`config.mk`:
```
export PLATFORM = sky130hd
export DESIGN_NAME = apb_completer_regfile
export DESIGN_NICKNAME = d
export VERILOG_FILES = /design/src/rtl/apb_completer_regfile.sv
export SDC_FILE = /design/constraint.sdc
export NUM_CORES = 1
export LEC_CHECK = 0
export BUFFER_PORTS_ARGS = -buffer_cell sky130_fd_sc_hd__buf_2
export CAP_MARGIN = 10
export CORE_UTILIZATION = 55
export CTS_BUF_LIST = sky130_fd_sc_hd__clkbuf_8 sky130_fd_sc_hd__clkbuf_16
export DETAILED_ROUTE_END_ITERATION = 8
export PLACE_DENSITY = 0.84
export SLEW_MARGIN = 20
export SYNTH_ARGS = -nofsm -noshare
export SYNTH_HDL_FRONTEND = slang
export SYNTH_SLANG_ARGS = --single-unit
```
`constraint.sdc`:
```
create_clock -name clk -period 2.2 [get_ports clk]
set_input_delay 0.44 -clock clk [delete_from_list [all_inputs] [get_ports clk]]
set_output_delay 0.44 -clock clk [all_outputs]
set_load 0.005 [all_outputs]
```
`src/rtl/apb_completer_regfile.sv`:
```
// APB completer backed by a DEPTH x 32-bit register file.
// A fixed number of wait states is inserted before PREADY.
module apb_completer_regfile #(
    parameter int unsigned DEPTH         = 16,
    parameter logic [31:0] BASE_ADDR     = 32'h0000_0000,
    parameter int unsigned WAIT_CYCLES   = 0,
    parameter logic [31:0] DEFAULT_RDATA = 32'h0
) (
    input  logic        clk,
    input  logic        preset,
    input  logic [31:0] paddr,
    input  logic [31:0] pwdata,
    input  logic        pwrite,
    input  logic        psel,
    input  logic        penable,
    output logic        pready,
    output logic [31:0] prdata
);
    localparam int unsigned IdxW   = $clog2(DEPTH);
    localparam logic [3:0]  WaitLd = 4'(WAIT_CYCLES);

    typedef enum logic {StIdle, StAccess} state_e;

    state_e        state_q, state_d;
    logic [3:0]    cnt_q, cnt_d;
    logic          pready_q, pready_d;
    logic [31:0]   prdata_q, prdata_d;
    logic [31:2]   addr_q, addr_d;
    logic          write_q, write_d;
    logic [31:0]   mem_q [DEPTH];

    logic [31:2]   dec_addr;
    logic          in_range;
    logic [IdxW-1:0] idx;
    logic [31:0]   rd_word;
    logic          commit;
    logic          unused_paddr;

    assign unused_paddr = ^paddr[1:0];

    // In IDLE the live bus address is decoded so zero-wait reads can load prdata at setup.
    assign dec_addr = (state_q == StIdle) ? paddr[31:2] : addr_q;
    assign in_range = (dec_addr[31:IdxW+2] == BASE_ADDR[31:IdxW+2]);
    assign idx      = dec_addr[IdxW+1:2];
    assign rd_word  = in_range ? mem_q[idx] : DEFAULT_RDATA;

    always_ff @(posedge clk or negedge preset) begin
        if (!preset) begin
            state_q <= StIdle;
        end else begin
            state_q <= state_d;
        end
    end

    always_comb begin
        state_d = state_q;
        unique case (state_q)
            StIdle:   if (psel && !penable) state_d = StAccess;
            StAccess: if (!psel || (pready_q && penable)) state_d = StIdle;
        endcase
    end

    always_comb begin
        cnt_d    = cnt_q;
        pready_d = pready_q;
        prdata_d = prdata_q;
        addr_d   = addr_q;
        write_d  = write_q;
        commit   = 1'b0;
        unique case (state_q)
            StIdle: begin
                pready_d = 1'b0;
                if (psel && !penable) begin
                    addr_d   = paddr[31:2];
                    write_d  = pwrite;
                    cnt_d    = WaitLd;
                    pready_d = (WAIT_CYCLES == 0);
                end
            end
            StAccess: begin
                if (!psel) begin
                    pready_d = 1'b0;
                end else if (!pready_q) begin
                    cnt_d = cnt_q - 4'd1;
                    if (cnt_q == 4'd1) pready_d = 1'b1;
                end else if (penable) begin
                    commit   = write_q && in_range;
                    pready_d = 1'b0;
                end
            end
        endcase
        // Read data is captured on the edge that raises pready.
        if (pready_d && !pready_q && !write_d) prdata_d = rd_word;
    end

    always_ff @(posedge clk or negedge preset) begin
        if (!preset) begin
            cnt_q    <= '0;
            pready_q <= 1'b0;
            prdata_q <= '0;
            addr_q   <= '0;
            write_q  <= 1'b0;
            for (int unsigned i = 0; i < DEPTH; i++) mem_q[i] <= '0;
        end else begin
            cnt_q    <= cnt_d;
            pready_q <= pready_d;
            prdata_q <= prdata_d;
            addr_q   <= addr_d;
            write_q  <= write_d;
            if (commit) mem_q[idx] <= pwdata;
        end
    end

    assign pready = pready_q;
    assign prdata = prdata_q;

endmodule
```
# After elaboration in Yosys (flattened, before gate mapping)
# Index checks and enable logic that the tools add are counted.
totals:
  reg_bits: 581
  inputBits: 69
  out_inout_bits: 33
  elab_cells: 71
classes:
  n_addsub: 1
  magnitude_cmp: 2
  n_eq_ne: 4
  muxes: 26
  bitwise: 2
  n_reduce_logical: 14
op_table:
  columns: ["cell", "n"]
  rows:
  - ["$bwmux 512", 1]
  - ["$bmux 32 s4", 1]
  - ["$demux 32 s4", 1]
  - ["$mux 32", 4]
  - ["$mux 30", 1]
  - ["$logic_not 26->1", 1]
  - ["$mux 1", 12]
  - ["$mux 4", 3]
  - ["$pmux 4 s2", 1]
  - ["$logic_and 1x1->1", 6]
  - ["$ge 5x5->1 const B", 1]
  - ["$lt 5x1->1 const B", 1]
  - ["$not 4->5", 1]
  - ["$eq 4x1->1 const B", 1]
  - ["$logic_not 1->1", 4]
  - ["$ne 2x2->1 const B", 2]
  - ["$pmux 1 s2", 2]
  - ["$sub 4x1->4 const B", 1]
  - ["$reduce_and 3->1", 1]
  - ["$ne 2x1->1 const B", 1]
  - ["$reduce_and 2->1", 1]
  - ["$logic_or 1x1->1", 1]
  - ["$not 1->1", 1]

# Logic depth before layout (Yosys ltp)
depth:
  ltp_word: 7
  mapped_depth: 9
  depth_no_buf: 7

# Worst setup path after synthesis
# No wires, ideal clock.
synth_path:
  kind: "register to register"
  from: "register state_q"
  to: "register prdata_q[4], in the netlist prdata[4]"
  setup_time_ps: 92
  arrival_time_ps: 2086
  required_ps: 2108
  path_slack_ps: 22
  path_stages_with_launch: 8
  path_buffers: 2
  period_less_slack_ps: 2178
  path_cell_list: "dfrtp_1 > buf_4 > nor3b_2 > mux2_4 > a211oi_4 > buf_6 > o221ai_1 > o31ai_2"
synth_via:
  elab_chain_len: 6
  elab_cells_between_ends: 13
  cone_classes: "mux: 7; bitwise: 2; reduce/logical: 4"
synth_rtl:
  columns: ["element", "line", "text"]
  rows:
  - ["from (decl)", "24", "state_e state_q, state_d;"]
  - ["from (signal assigned)", "49", "state_q <= StIdle;"]
  - ["from (signal assigned)", "51", "state_q <= state_d;"]
  - ["$mux 30", "42", "assign dec_addr = (state_q == StIdle) ? paddr[31:2] : addr_q;"]
  - ["$not 4->5 (implied by the code)", "45", "assign rd_word = in_range ? mem_q[idx] : DEFAULT_RDATA;"]
  - ["$bmux 32 s4", "45", null]
  - ["$mux 32 (implied by the code) (2 in series)", "45", null]
  - ["$mux 32", "45", null]
  - ["to (signal assigned)", "107", "prdata_q <= prdata_d;"]
  - ["to (decl)", "27", "logic [31:0] prdata_q, prdata_d;"]
# Parallel ways exist; a longest one is shown, timed or not. The select of a mux whose other input is x is not followed.
# A chain may end at the register's enable or synchronous reset.

# Worst setup path in the final report
layout_path:
  from: "register addr_q[9] in the netlist's numbering"
  to: "register mem_q[424] in the netlist's numbering"
layout_via:
  elab_chain_len: 7
layout_rtl:
  columns: ["element", "line", "text"]
  rows:
  - ["from (decl)", "28", "logic [31:2] addr_q, addr_d;"]
  - ["from (signal assigned)", "108", "addr_q <= addr_d;"]
  - ["$mux 30", "42", null]
  - ["$logic_not 26->1", "43", "assign in_range = (dec_addr[31:IdxW+2] == BASE_ADDR[31:IdxW+2]);"]
  - ["$logic_and 1x1->1", "87", "commit = write_q && in_range;"]
  - ["$mux 1", "86", "end else if (penable) begin"]
  - ["$mux 1", "83", "end else if (!pready_q) begin"]
  - ["$mux 1", "81", "if (!psel) begin"]
  - ["$mux 1", "70", "unique case (state_q)"]
  - ["to (signal, indexed assignment)", "110", "if (commit) mem_q[idx] <= pwdata;"]
  - ["to (decl)", "30", "logic [31:0] mem_q [DEPTH];"]
# No other way between the ends.

==> flow_metrics.py <==
metrics = {
    "power": {
        "power.static_leakage_nw": 16.0,
        "power_density_nw_per_um2": 697,
        "vdd.ir_drop.worst_v": 0.000504,
    },
    "synth": {
        "synth.yosys.seq_area_share_pct": 54.3,
        "ys_ff_latch": 581,
        "syn_nets": 1968,
        "yosys-top-cells-area": "sky130_fd_sc_hd__dfrtp_1, sky130_fd_sc_hd__mux2_2, sky130_fd_sc_hd__mux2_1",
        "synthDominantCellAreaShare_pct": 54.3,
        "netlist_instances": 1897,
        "post_synth_fa_ha_maj_area_fraction_pct": 0.0934,
        "dominant_combinational_cell_family_by_area_after_synthesis": "multiplexers",
        "synth_area_um2": 26800,
        "ys_types": 51,
        "muxShareOfSynthArea_pct": 32.0,
        "synthDominantAreaCellType": "sky130_fd_sc_hd__dfrtp_1",
        "synth_xor_xnor_area_share_pct": 0.0327,
        "synth-compound-area-share_pct": 5.21,
        "syn-mean-instance-area_um2": 14.1,
        "synthSimpleGateAreaFrac_pct": 4.59,
        "yosysWarningCount": 0,
    },
    "floorplanning": {
        "floorplan.io_pins": 102,
        "die_x_um": 223,
        "initial_utilization_pct": 56.0,
        "chipHeight_um": 223,
        "design.die.area_um2": 49600,
        "floorplan.rows": 80,
        "core_um2": 47800,
    },
    "worst_setup_path": {
        "worst_setup_path_end_kind": "register",
        "critical_path.startpoint_type": "register",
        "critPathSlowestCell": "sky130_fd_sc_hd__dfrtp_1",
        "slowest_delay_ps": 380,
        "worstPathBufferInverterCount": 4,
        "r2r_setup_slack_ps": -380,
        "critPathMaxFanout": 18,
        "timing.critical_path.max_delay_family": "simple AND/OR/NAND/NOR gates",
        "list_of_cells_traversed_by_the_critical_path": "nor4b_2, nand4_1, nor4_4, buf_6, clkbuf_16, buf_12, o2111a_2, buf_12, mux2_2",
        "critPathRequiredTime_ps": 2710,
        "path_class": "reg2reg",
        "r2r_cells": 9,
        "cp.arrival_ps": 3090,
        "cpMostUsedCell": "sky130_fd_sc_hd__buf_12",
        "worstReg2RegEnd": "mem_q[424]",
        "critical_path.reg2reg.startpoint": "addr_q[9]",
    },
    "finish": {
        "num-nets-final": 2160,
        "layout.core_utilization_pct": 70.8,
        "multiInputGateArea_um2": 13000,
        "syn2layout_area_growth_pct": 26.4,
        "nFillCells": 2586,
        "share_of_cells_above_drive_strength_1_pct": 49.1,
        "seqCellArea_um2": 14500,
    },
    "global_route": {
        "grt_max_degree": 88,
        "track_usage_pct": 29.0,
        "grt.overflow.total": 0,
        "grt_pass1_vias": 18600,
        "grt_antenna_before_repair": 7,
        "grt_pass1_wl_um": 110000,
    },
    "clocking": {
        "ctsLongestPathBuffers": 3,
        "cts_inserted_buffers": 57,
        "numClockSinks": 581,
        "cts-root-buf": "sky130_fd_sc_hd__clkbuf_16",
        "worst_skew_pair.late_latency_ps": 640,
        "htree_num_levels": 2,
        "clkTransAtPathRegs_ps": 60,
        "tritoncts": "yes",
    },
    "routing": {
        "drt-wirelength-per-cell_um": 34.1,
        "routed_via_density": 7.10,
        "drt_pre_antenna_iters": 5,
        "drtAntennaViolNets": 0,
        "detail_route.iter0.violations": 2388,
        "drc": 0,
        "routed_wirelength_um": 94000,
        "vias": 19600,
    },
    "placement": {
        "dp_worst_setup_slack_ps": -374,
        "io_buffer_count": 99,
        "detailed_place_hpwl_um": 40900,
        "gp_congestion": 0.802,
    },
    "timing": {
        "max_clock_freq_ghz": 0.387,
        "fin_tns_setup_ps": -139180,
        "fin_worst_hold_slack_ps": 65.0,
        "setup_repair_after_global_routing_missed_its_margin": "yes",
        "number_of_hold_violations_in_the_final_report": 0,
        "final.setup_skew_ps": 31.7,
        "worstMarginPinSlew_ps": 794,
        "period_minus_slack_ps": 2580,
        "timing_max_transition_violations_final": 0,
        "max-slew-margin-rel_pct": 47.1,
        "number_of_failing_setup_endpoints_in_the_final_timing_report": 544,
        "setup_ws_ps": -381,
        "min_period_over_period_pct": 117,
    },
    "hold_path": {
        "hold_start": "paddr[28]",
        "hold_ep": "addr_q[28]",
        "whs_path_cells": 2,
        "hold_path.class": "in2reg",
    },
    "run": {
        "maximum_capacitance_violations": 0,
    },
    "run_status": {
        "outcome": "finished with violations",
        "violations": "negative setup slack",
    },
}
==> layout make-up <==
cell class              instances  area share (%)
diodes                         11          0.0813
flip-flops and latches        581            42.9
well taps                     615            2.27
clock inverters                35           0.894
multi-input cells            1149            38.4
repair buffers                295            10.7
clock buffers                  69            4.70
inverters                       5          0.0554
==> cells by family (layout without fill, tap and decap cells) <==
group,after synthesis,count (layout)
fa+ha+maj,2,2
mux,707,707
buf+inv,167,404
xor+xnor,1,1
simple gates,274,274
flops,581,581
compound gates,165,165
other cells,0,11
==> what timing repair did <==
action | in CTS | in global routing
pin swaps | 9 | 18
endpoints found under the hold margin | 32 | 0
cloned | 3 | 34
hold buffers | 1 | 0
setup endpoints to repair | 544 | 544
setup buffers | 4 | 29
resized for setup | 87 | 395
==> flip-flops by register name, indices dropped and copies added (netlist names) <==
register,cells
mem_q,512
prdata,32
addr_q,30
cnt_q,4
pready,1
state_q,1
write_q,1
==> where the power goes <==
part / total, W / internal (W) / switching (W)
registers: 0.0109 / 0.0108 / 0.0000975
logic: 0.00251 / 0.000915 / 0.00160
clock network: 0.0102 / 0.00570 / 0.00447
==> cells in the mapped netlist, drive strengths merged <==
cell type	n
a22o	4
a31o	1
and2b	1
inv	5
nand4	2
o211ai	1
o2111a	16
a21boi	3
nor3b	1
dfrtp	581
nor2	10
nand2b	1
ha	2
buf	102
o22a	1
nand4b	1
mux4	64
o31ai	32
a2bb2oi	1
o22ai	34
a22oi	1
nor2b	2
mux2	545
o221ai	32
and3	1
xor2	1
nor4b	2
mux2i	98
clkbuf	60
nand3	67
a211oi	1
nand2	167
nor4	10
nor3	7
a21oi	34
o21ai	4
or4b	1
or2	1
==> worst max-delay path by stage <==
stage	end	startpoint	depth (start not counted)
final	mem_q[424]	addr_q[9]	9
after global routing	mem_q[424]	addr_q[9]	9
after CTS	mem_q[370]	state_q	7
after detailed placement	mem_q[175]	paddr[13]	8
after global placement	mem_q[362]	paddr[9]	8
after floorplan	prdata[4]	state_q	7
==> per-layer routing <==
layer	track usage (%)	share of wire [%]	up-vias
met5	0	0	-
met4	11.5	8.0	0
met3	5.49	13	579
met2	46.2	44	1702
met1	39.4	34	9975
li1	-	-	7342
==> worst register-to-register path: stages (launching register included) <==
cell	delay (ps)
sky130_fd_sc_hd__dfrtp_1	380
sky130_fd_sc_hd__nor4b_2	300
sky130_fd_sc_hd__nand4_1	200
sky130_fd_sc_hd__nor4_4	190
sky130_fd_sc_hd__buf_6	180
sky130_fd_sc_hd__clkbuf_16	160
sky130_fd_sc_hd__buf_12	100
sky130_fd_sc_hd__o2111a_2	300
sky130_fd_sc_hd__buf_12	250
sky130_fd_sc_hd__mux2_2	400
==> cell usage in the layout (no fill, tap or decap), types with 5 or more instances in the layout <==
master,n
sky130_fd_sc_hd__bufinv_16,5
sky130_fd_sc_hd__mux2i_1,94
sky130_fd_sc_hd__inv_1,17
sky130_fd_sc_hd__o2111a_2,15
sky130_fd_sc_hd__nand2_1,166
sky130_fd_sc_hd__mux2_2,125
sky130_fd_sc_hd__diode_2,11
sky130_fd_sc_hd__clkbuf_16,87
sky130_fd_sc_hd__mux4_2,64
sky130_fd_sc_hd__o221ai_1,21
sky130_fd_sc_hd__a21oi_1,33
sky130_fd_sc_hd__mux2_4,383
sky130_fd_sc_hd__o31ai_2,31
sky130_fd_sc_hd__o221ai_2,6
sky130_fd_sc_hd__buf_12,72
sky130_fd_sc_hd__o221ai_4,5
sky130_fd_sc_hd__dfrtp_1,580
sky130_fd_sc_hd__buf_4,65
sky130_fd_sc_hd__nor2_1,10
sky130_fd_sc_hd__o22ai_1,32
sky130_fd_sc_hd__clkbuf_8,12
sky130_fd_sc_hd__clkinv_2,11
sky130_fd_sc_hd__nor4_1,6
sky130_fd_sc_hd__buf_2,98
sky130_fd_sc_hd__buf_6,20
sky130_fd_sc_hd__mux2_1,35
sky130_fd_sc_hd__nand3_1,65
==> per-stage QoR <==
| stage | cells | cell area (um^2) | total power, W |
|---|---|---|---|
| after global placement | 2577 | 28800 | 0.0132 |
| after global routing | 2756 | 33900 | 0.0241 |
| after floorplan | 1897 | 26800 | 0.0123 |
| after detailed placement | 2577 | 28800 | 0.0133 |
| after CTS | 2689 | 31200 | 0.0232 |
| final | 2760 | 33900 | 0.0236 |
(Power assumes the default switching activity.)
